==> src/rtl/clock_ctrl.sv <==
// clock_ctrl: run/halt/step sequencer producing a divided core clock level and
// a one-cycle core tick enable, with a warm-up delay before ticking starts.
module clock_ctrl #(
   parameter int DIV_W     = 8,
   parameter int STEP_W    = 16,
   parameter int START_DLY = 4
) (
   input  logic              clk,
   input  logic              rst,
   input  logic              cmd_valid,
   output logic              cmd_ready,
   input  logic [1:0]        cmd_op,
   input  logic [STEP_W-1:0] cmd_arg,
   output logic              core_en,
   output logic              core_clk,
   output logic              running,
   output logic              step_done
);
   localparam int WW = START_DLY > 1 ? $clog2(START_DLY) : 1;
   localparam logic [1:0] OP_HALT = 2'b00, OP_RUN = 2'b01, OP_STEP = 2'b10, OP_DIV = 2'b11;

   typedef enum logic [1:0] {IDLE, WARM, RUN, STEP} state_t;

   state_t            state, state_n;
   logic [DIV_W-1:0]  div, div_n, cnt, cnt_n, div_next, div_next_n, arg_div;
   logic [STEP_W-1:0] steps_left, steps_left_n;
   logic [WW-1:0]     warm_cnt, warm_cnt_n;
   logic [DIV_W:0]    half;
   logic              mode, mode_n, halt_pend, halt_pend_n, div_pend, div_pend_n;
   logic              step_done_n, acc, last, leave;

   assign running   = state == RUN || state == STEP;
   assign core_en   = running && cnt == div - DIV_W'(1);
   assign half      = ({1'b0, div} + (DIV_W+1)'(1)) >> 1;
   assign core_clk  = running && {1'b0, cnt} < half;
   assign cmd_ready = state != WARM && !halt_pend;
   assign acc       = cmd_valid && cmd_ready;
   assign arg_div   = cmd_arg[DIV_W-1:0] == '0 ? DIV_W'(1) : cmd_arg[DIV_W-1:0];
   assign last      = state == STEP && core_en && steps_left == STEP_W'(1);
   assign leave     = core_en && (halt_pend || last);

   always_comb begin
      state_n      = state;
      div_n        = div;
      cnt_n        = cnt;
      div_next_n   = div_next;
      div_pend_n   = div_pend;
      halt_pend_n  = halt_pend;
      steps_left_n = steps_left;
      warm_cnt_n   = warm_cnt;
      mode_n       = mode;
      step_done_n  = 1'b0;
      case (state)
         IDLE: begin
            if (acc && (cmd_op == OP_RUN || (cmd_op == OP_STEP && cmd_arg != '0))) begin
               mode_n       = cmd_op[1];
               steps_left_n = cmd_arg;
               cnt_n        = '0;
               warm_cnt_n   = '0;
               state_n      = START_DLY == 0 ? (cmd_op[1] ? STEP : RUN) : WARM;
            end else if (acc && cmd_op == OP_STEP) begin
               step_done_n = 1'b1;
            end else if (acc && cmd_op == OP_DIV) begin
               div_n = arg_div;
               cnt_n = '0;
            end
         end
         WARM: begin
            if (warm_cnt == WW'(START_DLY - 1)) begin
               state_n = mode ? STEP : RUN;
               cnt_n   = '0;
            end else begin
               warm_cnt_n = warm_cnt + WW'(1);
            end
         end
         default: begin
            if (core_en) begin
               cnt_n = '0;
               if (div_pend) begin
                  div_n      = div_next;
                  div_pend_n = 1'b0;
               end
               if (state == STEP) steps_left_n = steps_left - STEP_W'(1);
               if (leave) begin
                  state_n     = IDLE;
                  halt_pend_n = 1'b0;
                  step_done_n = last;
               end
            end else begin
               cnt_n = cnt + DIV_W'(1);
            end
            // a divide arriving on the cycle we drop to IDLE would never see another boundary
            if (acc && cmd_op == OP_DIV && leave) begin
               div_n = arg_div;
            end else if (acc && cmd_op == OP_DIV) begin
               div_pend_n = 1'b1;
               div_next_n = arg_div;
            end
            if (acc && cmd_op == OP_HALT && !leave) halt_pend_n = 1'b1;
         end
      endcase
   end

   always_ff @(posedge clk) begin
      if (rst) begin
         state      <= IDLE;
         div        <= DIV_W'(1);
         cnt        <= '0;
         div_next   <= '0;
         div_pend   <= 1'b0;
         halt_pend  <= 1'b0;
         steps_left <= '0;
         warm_cnt   <= '0;
         mode       <= 1'b0;
         step_done  <= 1'b0;
      end else begin
         state      <= state_n;
         div        <= div_n;
         cnt        <= cnt_n;
         div_next   <= div_next_n;
         div_pend   <= div_pend_n;
         halt_pend  <= halt_pend_n;
         steps_left <= steps_left_n;
         warm_cnt   <= warm_cnt_n;
         mode       <= mode_n;
         step_done  <= step_done_n;
      end
   end
endmodule

==> config.mk <==
export PLATFORM = sky130hd
export DESIGN_NAME = clock_ctrl
export DESIGN_NICKNAME = d
export VERILOG_FILES = /design/src/rtl/clock_ctrl.sv
export SDC_FILE = /design/constraint.sdc
export NUM_CORES = 1
export LEC_CHECK = 0
export CAP_MARGIN = 20
export CORE_MARGIN = 2
export CORE_UTILIZATION = 63
export DETAILED_ROUTE_END_ITERATION = 8
export MAX_ROUTING_LAYER = met4
export PLACE_DENSITY = 0.93
export SLEW_MARGIN = 25
export SYNTH_ARGS = -nofsm -noshare
export SYNTH_HDL_FRONTEND = slang
export SYNTH_SLANG_ARGS = --single-unit
export TNS_END_PERCENT = 1
==> constraint.sdc <==
create_clock -name clk -period 4 [get_ports clk]
set_clock_uncertainty 0.1 [all_clocks]
set_input_delay 1 -clock clk [delete_from_list [all_inputs] [get_ports clk]]
set_output_delay 1 -clock clk [all_outputs]
set_load 0.01 [all_outputs]
; ---- Word-level counts from Yosys, hierarchy flattened
; Index checks and enable logic that the tools add are counted.
[word_totals]
out_inout_bits = 5
regBits = 48
wordCells = 116
input_bits = 21
[op_classes]
n_bitwise = 3
order_cmp = 1
n_addsub = 5
muxes = 38
n_reduce_logical = 41
n_eq_ne = 18
[ops]
columns = cell, count
row1 = two-way mux 8 bit, 12
row2 = two-way mux 16 bit, 3
row3 = one-hot mux 16 bit (2 select lines), 1
row4 = one-hot mux 8 bit (2 select lines), 2
row5 = "== test 16 x 1 -> 1 bit, second input constant", 1
row6 = nonzero test 16 bit, 1
row7 = "subtractor 16 x 1 -> 16 bit, second input constant", 1
row8 = logical AND 1 bit, 14
row9 = two-way mux 2 bit, 6
row10 = "!= test 2 bit, second input constant", 6
row11 = AND reduction 3 bit, 4
row12 = nonzero test 3 bit, 4
row13 = two-way mux 1 bit, 11
row14 = "== test 2 bit, second input constant", 5
row15 = nonzero test 2 bit, 5
row16 = "adder 8 x 1 -> 9 bit, second input constant", 1
row17 = "adder 8 x 1 -> 8 bit, second input constant", 1
row18 = == test 8 bit, 1
row19 = logical NOT 8 bit, 1
row20 = < comparator 8 bit, 1
row21 = one-hot mux 2 bit (2 select lines), 2
row22 = AND reduction 4 bit, 2
row23 = "subtractor 8 x 1 -> 8 bit, second input constant", 1
row24 = "!= test 3 bit, second input constant", 2
row25 = other kinds (11), 18

; ---- Longest topological paths before layout
[depth]
ltp_word = 11
mapped_depth = 12
mapped_depth_nobuf = 10

; ---- Worst setup path before layout
; No wires, ideal clock.
[synth_path]
path_kind = register to output
startpoint = register div[2]
endpoint = output port core_clk
path_buffers = 1
arrival_ns = 2.008
path_slack_ns = 0.892
path_stages_with_launch = 10
required_time_ns = 2.900
path_cell_list = dfxtp_1 clkbuf_1 xnor2_1 ha_1 a21o_1 a21o_1 a21o_1 a21o_1 a21o_1 a31oi_1
[synth_via]
elab_chain_cells = 3
[synth_rtl]
columns = item, line
row1 = from (decl), 25  ; logic [DIV_W-1:0] div, div_n, cnt, cnt_n, div_next, div_next_n, arg_div;
row2 = from (signal assigned), 118  ; div <= div_n;
row3 = adder 8 x 1 -> 9 bit, 34  ; assign half = ({1'b0, div} + (DIV_W+1)'(1)) >> 1;
row4 = < comparator 8 bit, 35  ; assign core_clk = running && {1'b0, cnt} < half;
row5 = logical AND 1 bit, 35
row6 = to (decl), 15  ; output logic core_clk,
; Every way passes these cells.

; ---- Final worst setup path
[layout_path]
startpoint = register div[2]
endpoint = output port core_en
[layout_via]
elab_chain_cells = 3
[layout_rtl]
columns = item, line
row1 = subtractor 8 x 1 -> 8 bit, 33  ; assign core_en = running && cnt == div - DIV_W'(1);
row2 = == test 8 bit, 33
row3 = logical AND 1 bit, 33
row4 = to (decl), 14  ; output logic core_en,
; Every way passes these cells.

==> Implementation_results.wiki <==
{| class="wikitable"
! Metric !! Value
|-
| Initial cell density of the core || 0.649
|-
| Routability congestion estimate || 0.940
|-
| Total of buffers placed on input and output ports || 25
|-
| Worst Tran Pin Value || 750 ps
|-
| Syn Area/Cell || 7.89 um^2
|-
| WL met3 || 570 um
|-
| Buf/Inv on CP || 2
|-
| Arr. time, crit path || 2680 ps
|-
| Hold Violations, Final || 0
|-
| DIE HEIGHT || approximately 77 um
|-
| Total negative setup slack || 0 ps
|-
| Sinks on the clock net || 48
|-
| Cell depth of the worst min-delay path || 2
|-
| Share of final-layout standard cells stronger than drive strength 1 || 0.0884
|-
| Kind of start point of the critical path || register
|-
| I/O Pins || 26
|-
| Nets@finish || roughly 470
|-
| CP required || roughly 2900 ps
|-
| Crit path max-delay family || simple AND/OR/NAND/NOR gates
|-
| Hold-fix buffers at CTS || 0
|-
| Setup Fix Bufs, Post-CTS || 0
|-
| Share of the synthesized area in the top cell type || 0.290
|-
| Power Density || ~440 nW/um^2
|-
| Top cell type by total area after synthesis || sky130_fd_sc_hd__dfxtp_1
|-
| Overflow after GRT || 0
|-
| Routed length on met2 || ~3900 um
|-
| Layout area overhead || 11.0%
|-
| Final critical delay including setup and external delays || 3780 ps
|-
| Router iterations before antenna repair || 5
|-
| Number of H-tree levels || 2
|-
| Vias || about 3,200
|-
| Clock root cell || sky130_fd_sc_hd__clkbuf_8
|-
| Drt wl/cell || around 16 um
|-
| Slowest stage delay, CP || around 560 ps
|-
| Sum of routed wire segments on met1 || 3540 um
|-
| Summed area of non-filler cells in the final layout || between 3000 and 4000 um^2
|-
| Worst max-slew margin expressed relative to the limit || 0.499
|-
| Wire length after detailed routing || ~8000 um
|-
| RSZ-0062 raised after global routing || no
|-
| Post-synthesis sequential area ratio || 0.290
|-
| Vias in the first global route || 2,981
|-
| Worst reg2reg endpoint || steps_left[8]
|-
| Final period util || 0.945
|-
| Kind of end point of the critical path || primary output
|-
| Combinational group share of total power || 0.443
|-
| Iter 0 DRT Violations || approximately 330
|-
| Number of design rule violations left after detail routing || 0
|-
| Chip Width || roughly 77 um
|-
| Number of enable flip-flop cells after synthesis || 0
|-
| Synth top area cells || sky130_fd_sc_hd__dfxtp_1, sky130_fd_sc_hd__ha_1, sky130_fd_sc_hd__a21oi_1, sky130_fd_sc_hd__nor2_1, sky130_fd_sc_hd__o31ai_1
|-
| DP HPWL || approximately 6000 um
|-
| Hold worst-path end || div_next[2]
|-
| Number of core rows || 26
|-
| Net switching power || approximately 670 uW
|-
| Max cap viols || 0
|-
| Placement Cell Area || about 3600 um^2
|-
| Number of antenna violations at the first check in global routing || 0
|-
| Top fanout value on the critical path || 12
|-
| Switching part of the total || 0.412
|-
| Worst min path class || reg2reg
|-
| Largest vdd supply drop || roughly 290 uV
|-
| Internal power || ~950 uW
|-
| Cells on worst reg2reg path || 10
|-
| Number of nets in the synthesized netlist || approximately 460
|-
| CP max stage cell || sky130_fd_sc_hd__clkdlybuf4s50_1
|-
| CTS buffer count || 5
|-
| Synth Flop Type || sky130_fd_sc_hd__dfxtp_1
|-
| Vias per std cell || 6.43
|-
| Clock power frac || 0.185
|-
| Maximum number of buffers from clock root to sink || 2
|-
| Final-report max-slew violation count || 0
|-
| Fraction of power consumed by sequential logic || 0.372
|-
| Worst setup path category || reg2out
|-
| Run status || finished, final reports clean
|-
| Gate Count Post-Synth || 420
|-
| Highest metal layer used by the detailed router || met4
|-
| Clock Latency Late Sink || 300 ps
|-
| Number of distinct library cell variants in the gate-level netlist after synthesis || 61
|-
| Count of warnings emitted by yosys || 0
|-
| Area of the mapped netlist || ~3300 um^2
|-
| Fraction of registers with async set or reset after synthesis || 0
|-
| Global router's overall resource usage || 0.290
|-
| CTS tree || done
|-
| Floorplan core area || between 5000 and 6000 um^2
|-
| Total die area || slightly below 6000 um^2
|-
| Remaining antenna violation count after routing || 0
|-
| Global-route wire length before repair || 13,700 um
|-
| Startpoint of the lowest-slack hold path || div_next[2]
|-
| Peak clock frequency supported by timing || 0.265 GHz
|-
| Largest net degree at the start of global routing || 63
|-
| Critical path cell sequence || or4_4 -> nor4_2 -> a311oi_2 -> a21oi_2 -> nand2_1 -> inv_1 -> clkdlybuf4s50_1
|-
| Post-CTS clock slew at the launch and capture registers of the worst setup and hold paths || about 90 ps
|-
| FF-to-FF Start || state[1]
|-
| Total inserted antenna cells || 0
|-
| Reg-to-reg setup timing slack || ~1200 ps
|-
| Flops & latches, synth || 48
|-
| Final count of negative-setup-slack endpoints || 0
|-
| Static Leak || ~1.4 nW
|}
==> power by group through the flow <==
stage                     Clock [mW]  Sequential, mW  Combinational (mW)
final                          0.299           0.602               0.716
after global routing           0.323           0.612               0.792
after CTS                      0.299           0.599               0.698
after detailed placement           0           0.609               0.693
after global placement             0           0.605               0.669
after floorplan                    0           0.582               0.562
==> worst reg2reg max path: stages, from the launching register on <==
cell	delay [ps]
sky130_fd_sc_hd__dfxtp_1	420
sky130_fd_sc_hd__inv_1	130
sky130_fd_sc_hd__ha_1	280
sky130_fd_sc_hd__nor2_1	160
sky130_fd_sc_hd__and2_1	300
sky130_fd_sc_hd__o21ai_0	180
sky130_fd_sc_hd__a211oi_1	330
sky130_fd_sc_hd__o21ai_2	100
sky130_fd_sc_hd__buf_4	240
sky130_fd_sc_hd__or2_2	340
sky130_fd_sc_hd__a21oi_1	130
==> timing repair <==
item                                   in CTS  in global routing
endpoints found under the hold margin       0                  0
setup endpoints to repair                   1                  1
resized for setup                           2                  1
==> cells in the mapped netlist (3+ instances only) <==
cell,instances
sky130_fd_sc_hd__nor4_1,12
sky130_fd_sc_hd__mux2i_1,8
sky130_fd_sc_hd__and2_1,5
sky130_fd_sc_hd__buf_1,3
sky130_fd_sc_hd__buf_2,3
sky130_fd_sc_hd__nor3b_1,5
sky130_fd_sc_hd__nand3_1,16
sky130_fd_sc_hd__a31o_2,3
sky130_fd_sc_hd__o21ai_0,23
sky130_fd_sc_hd__o211ai_1,10
sky130_fd_sc_hd__a21oi_1,38
sky130_fd_sc_hd__a21o_1,5
sky130_fd_sc_hd__xor2_1,13
sky130_fd_sc_hd__nor2_1,45
sky130_fd_sc_hd__or3_1,3
sky130_fd_sc_hd__a22oi_1,6
sky130_fd_sc_hd__o31ai_1,16
sky130_fd_sc_hd__nand2_1,20
sky130_fd_sc_hd__nor3_1,6
sky130_fd_sc_hd__and3_1,6
sky130_fd_sc_hd__nand2b_1,4
sky130_fd_sc_hd__dfxtp_1,48
sky130_fd_sc_hd__clkbuf_1,21
sky130_fd_sc_hd__inv_1,13
sky130_fd_sc_hd__a31oi_1,4
sky130_fd_sc_hd__xnor2_1,7
sky130_fd_sc_hd__nand4_1,4
sky130_fd_sc_hd__a211oi_1,3
sky130_fd_sc_hd__or2_2,4
sky130_fd_sc_hd__nor2b_1,5
sky130_fd_sc_hd__ha_1,17
==> final cells by class <==
type	instances	area (um^2)
clock inverter	2	10.0
timing repair buffer	33	313
multi-input combinational	328	2170
inverter	13	48.8
sequential	48	963
tap	70	87.6
clock buffer	6	82.6
fill	418	1430
==> through the flow <==
step                hold WS (ps)  utilization  power (mW)  setup WS, ps  instances
CTS                          384        0.718        1.60          21.7        500
detailed placement           370        0.699        1.30           255        492
floorplan                    343            -        1.14           892        420
global placement             358        0.699        1.27           342        492
finish                       382        0.720        1.62           221        500
global route                 412        0.720        1.73          50.6        500
==> worst max-delay path by stage <==
stage	start	endpoint	slack (ps)	cells past startpoint
finish	div[2]	core_en	220	7
global route	div[0]	core_en	50	10
CTS	div[0]	core_clk	20	10
detailed placement	div[0]	core_clk	250	10
global placement	div[0]	core_clk	340	10
floorplan	div[2]	core_clk	890	9
==> logic make-up (layout without fill, tap and decap cells) <==
family | Yosys count | in the layout | synth area share
and+or+nand+nor | 154 | 154 | 0.249
adders and majority gates | 17 | 17 | 0.0642
AOI/OAI and AO/OA | 129 | 129 | 0.262
xor gates and xnor gates | 20 | 20 | 0.0529
buffers and inverters | 44 | 54 | 0.0578
DFF | 48 | 48 | 0.290
muxes | 8 | 8 | 0.0242
==> state kept, by name, summed over array words and instances (netlist names) <==
| register | cells |
|---|---|
| cnt | 8 |
| div | 8 |
| div_next | 8 |
| div_pend | 1 |
| halt_pend | 1 |
| mode | 1 |
| state | 2 |
| step_done | 1 |
| steps_left | 16 |
| warm_cnt | 2 |
==> placed cells by master, fill, tap and decap left out, types with 3 or more instances in the layout <==
master                            Yosys  layout
sky130_fd_sc_hd__dfxtp_1             48      46
sky130_fd_sc_hd__nor2_1              45      45
sky130_fd_sc_hd__a21oi_1             38      38
sky130_fd_sc_hd__clkdlybuf4s50_1      0      24
sky130_fd_sc_hd__o21ai_0             23      23
sky130_fd_sc_hd__nand2_1             20      20
sky130_fd_sc_hd__nand3_1             16      16
sky130_fd_sc_hd__o31ai_1             16      16
sky130_fd_sc_hd__ha_1                17      16
sky130_fd_sc_hd__inv_1               13      13
sky130_fd_sc_hd__xor2_1              13      13
sky130_fd_sc_hd__nor4_1              12      12
sky130_fd_sc_hd__o211ai_1            10      10
sky130_fd_sc_hd__mux2i_1              8       8
sky130_fd_sc_hd__buf_4                2       8
sky130_fd_sc_hd__xnor2_1              7       7
sky130_fd_sc_hd__nor3_1               6       6
sky130_fd_sc_hd__and3_1               6       6
sky130_fd_sc_hd__a22oi_1              6       6
sky130_fd_sc_hd__clkbuf_8             0       6
sky130_fd_sc_hd__nor3b_1              5       5
sky130_fd_sc_hd__nor2b_1              5       5
sky130_fd_sc_hd__a21o_1               5       5
sky130_fd_sc_hd__and2_1               5       5
sky130_fd_sc_hd__or2_2                4       4
sky130_fd_sc_hd__nand2b_1             4       4
sky130_fd_sc_hd__a31oi_1              4       4
sky130_fd_sc_hd__nand4_1              4       4
sky130_fd_sc_hd__or3_1                3       3
sky130_fd_sc_hd__a31o_2               3       3
sky130_fd_sc_hd__a211oi_1             3       3
==> layer usage <==
layer  track usage  vias up
met4         0.100        0
met3        0.0498       18
met5             -        -
met1         0.377     1513
li1              -     1560
met2         0.459      126
No activity file was read; power rests on OpenSTA's default activity.
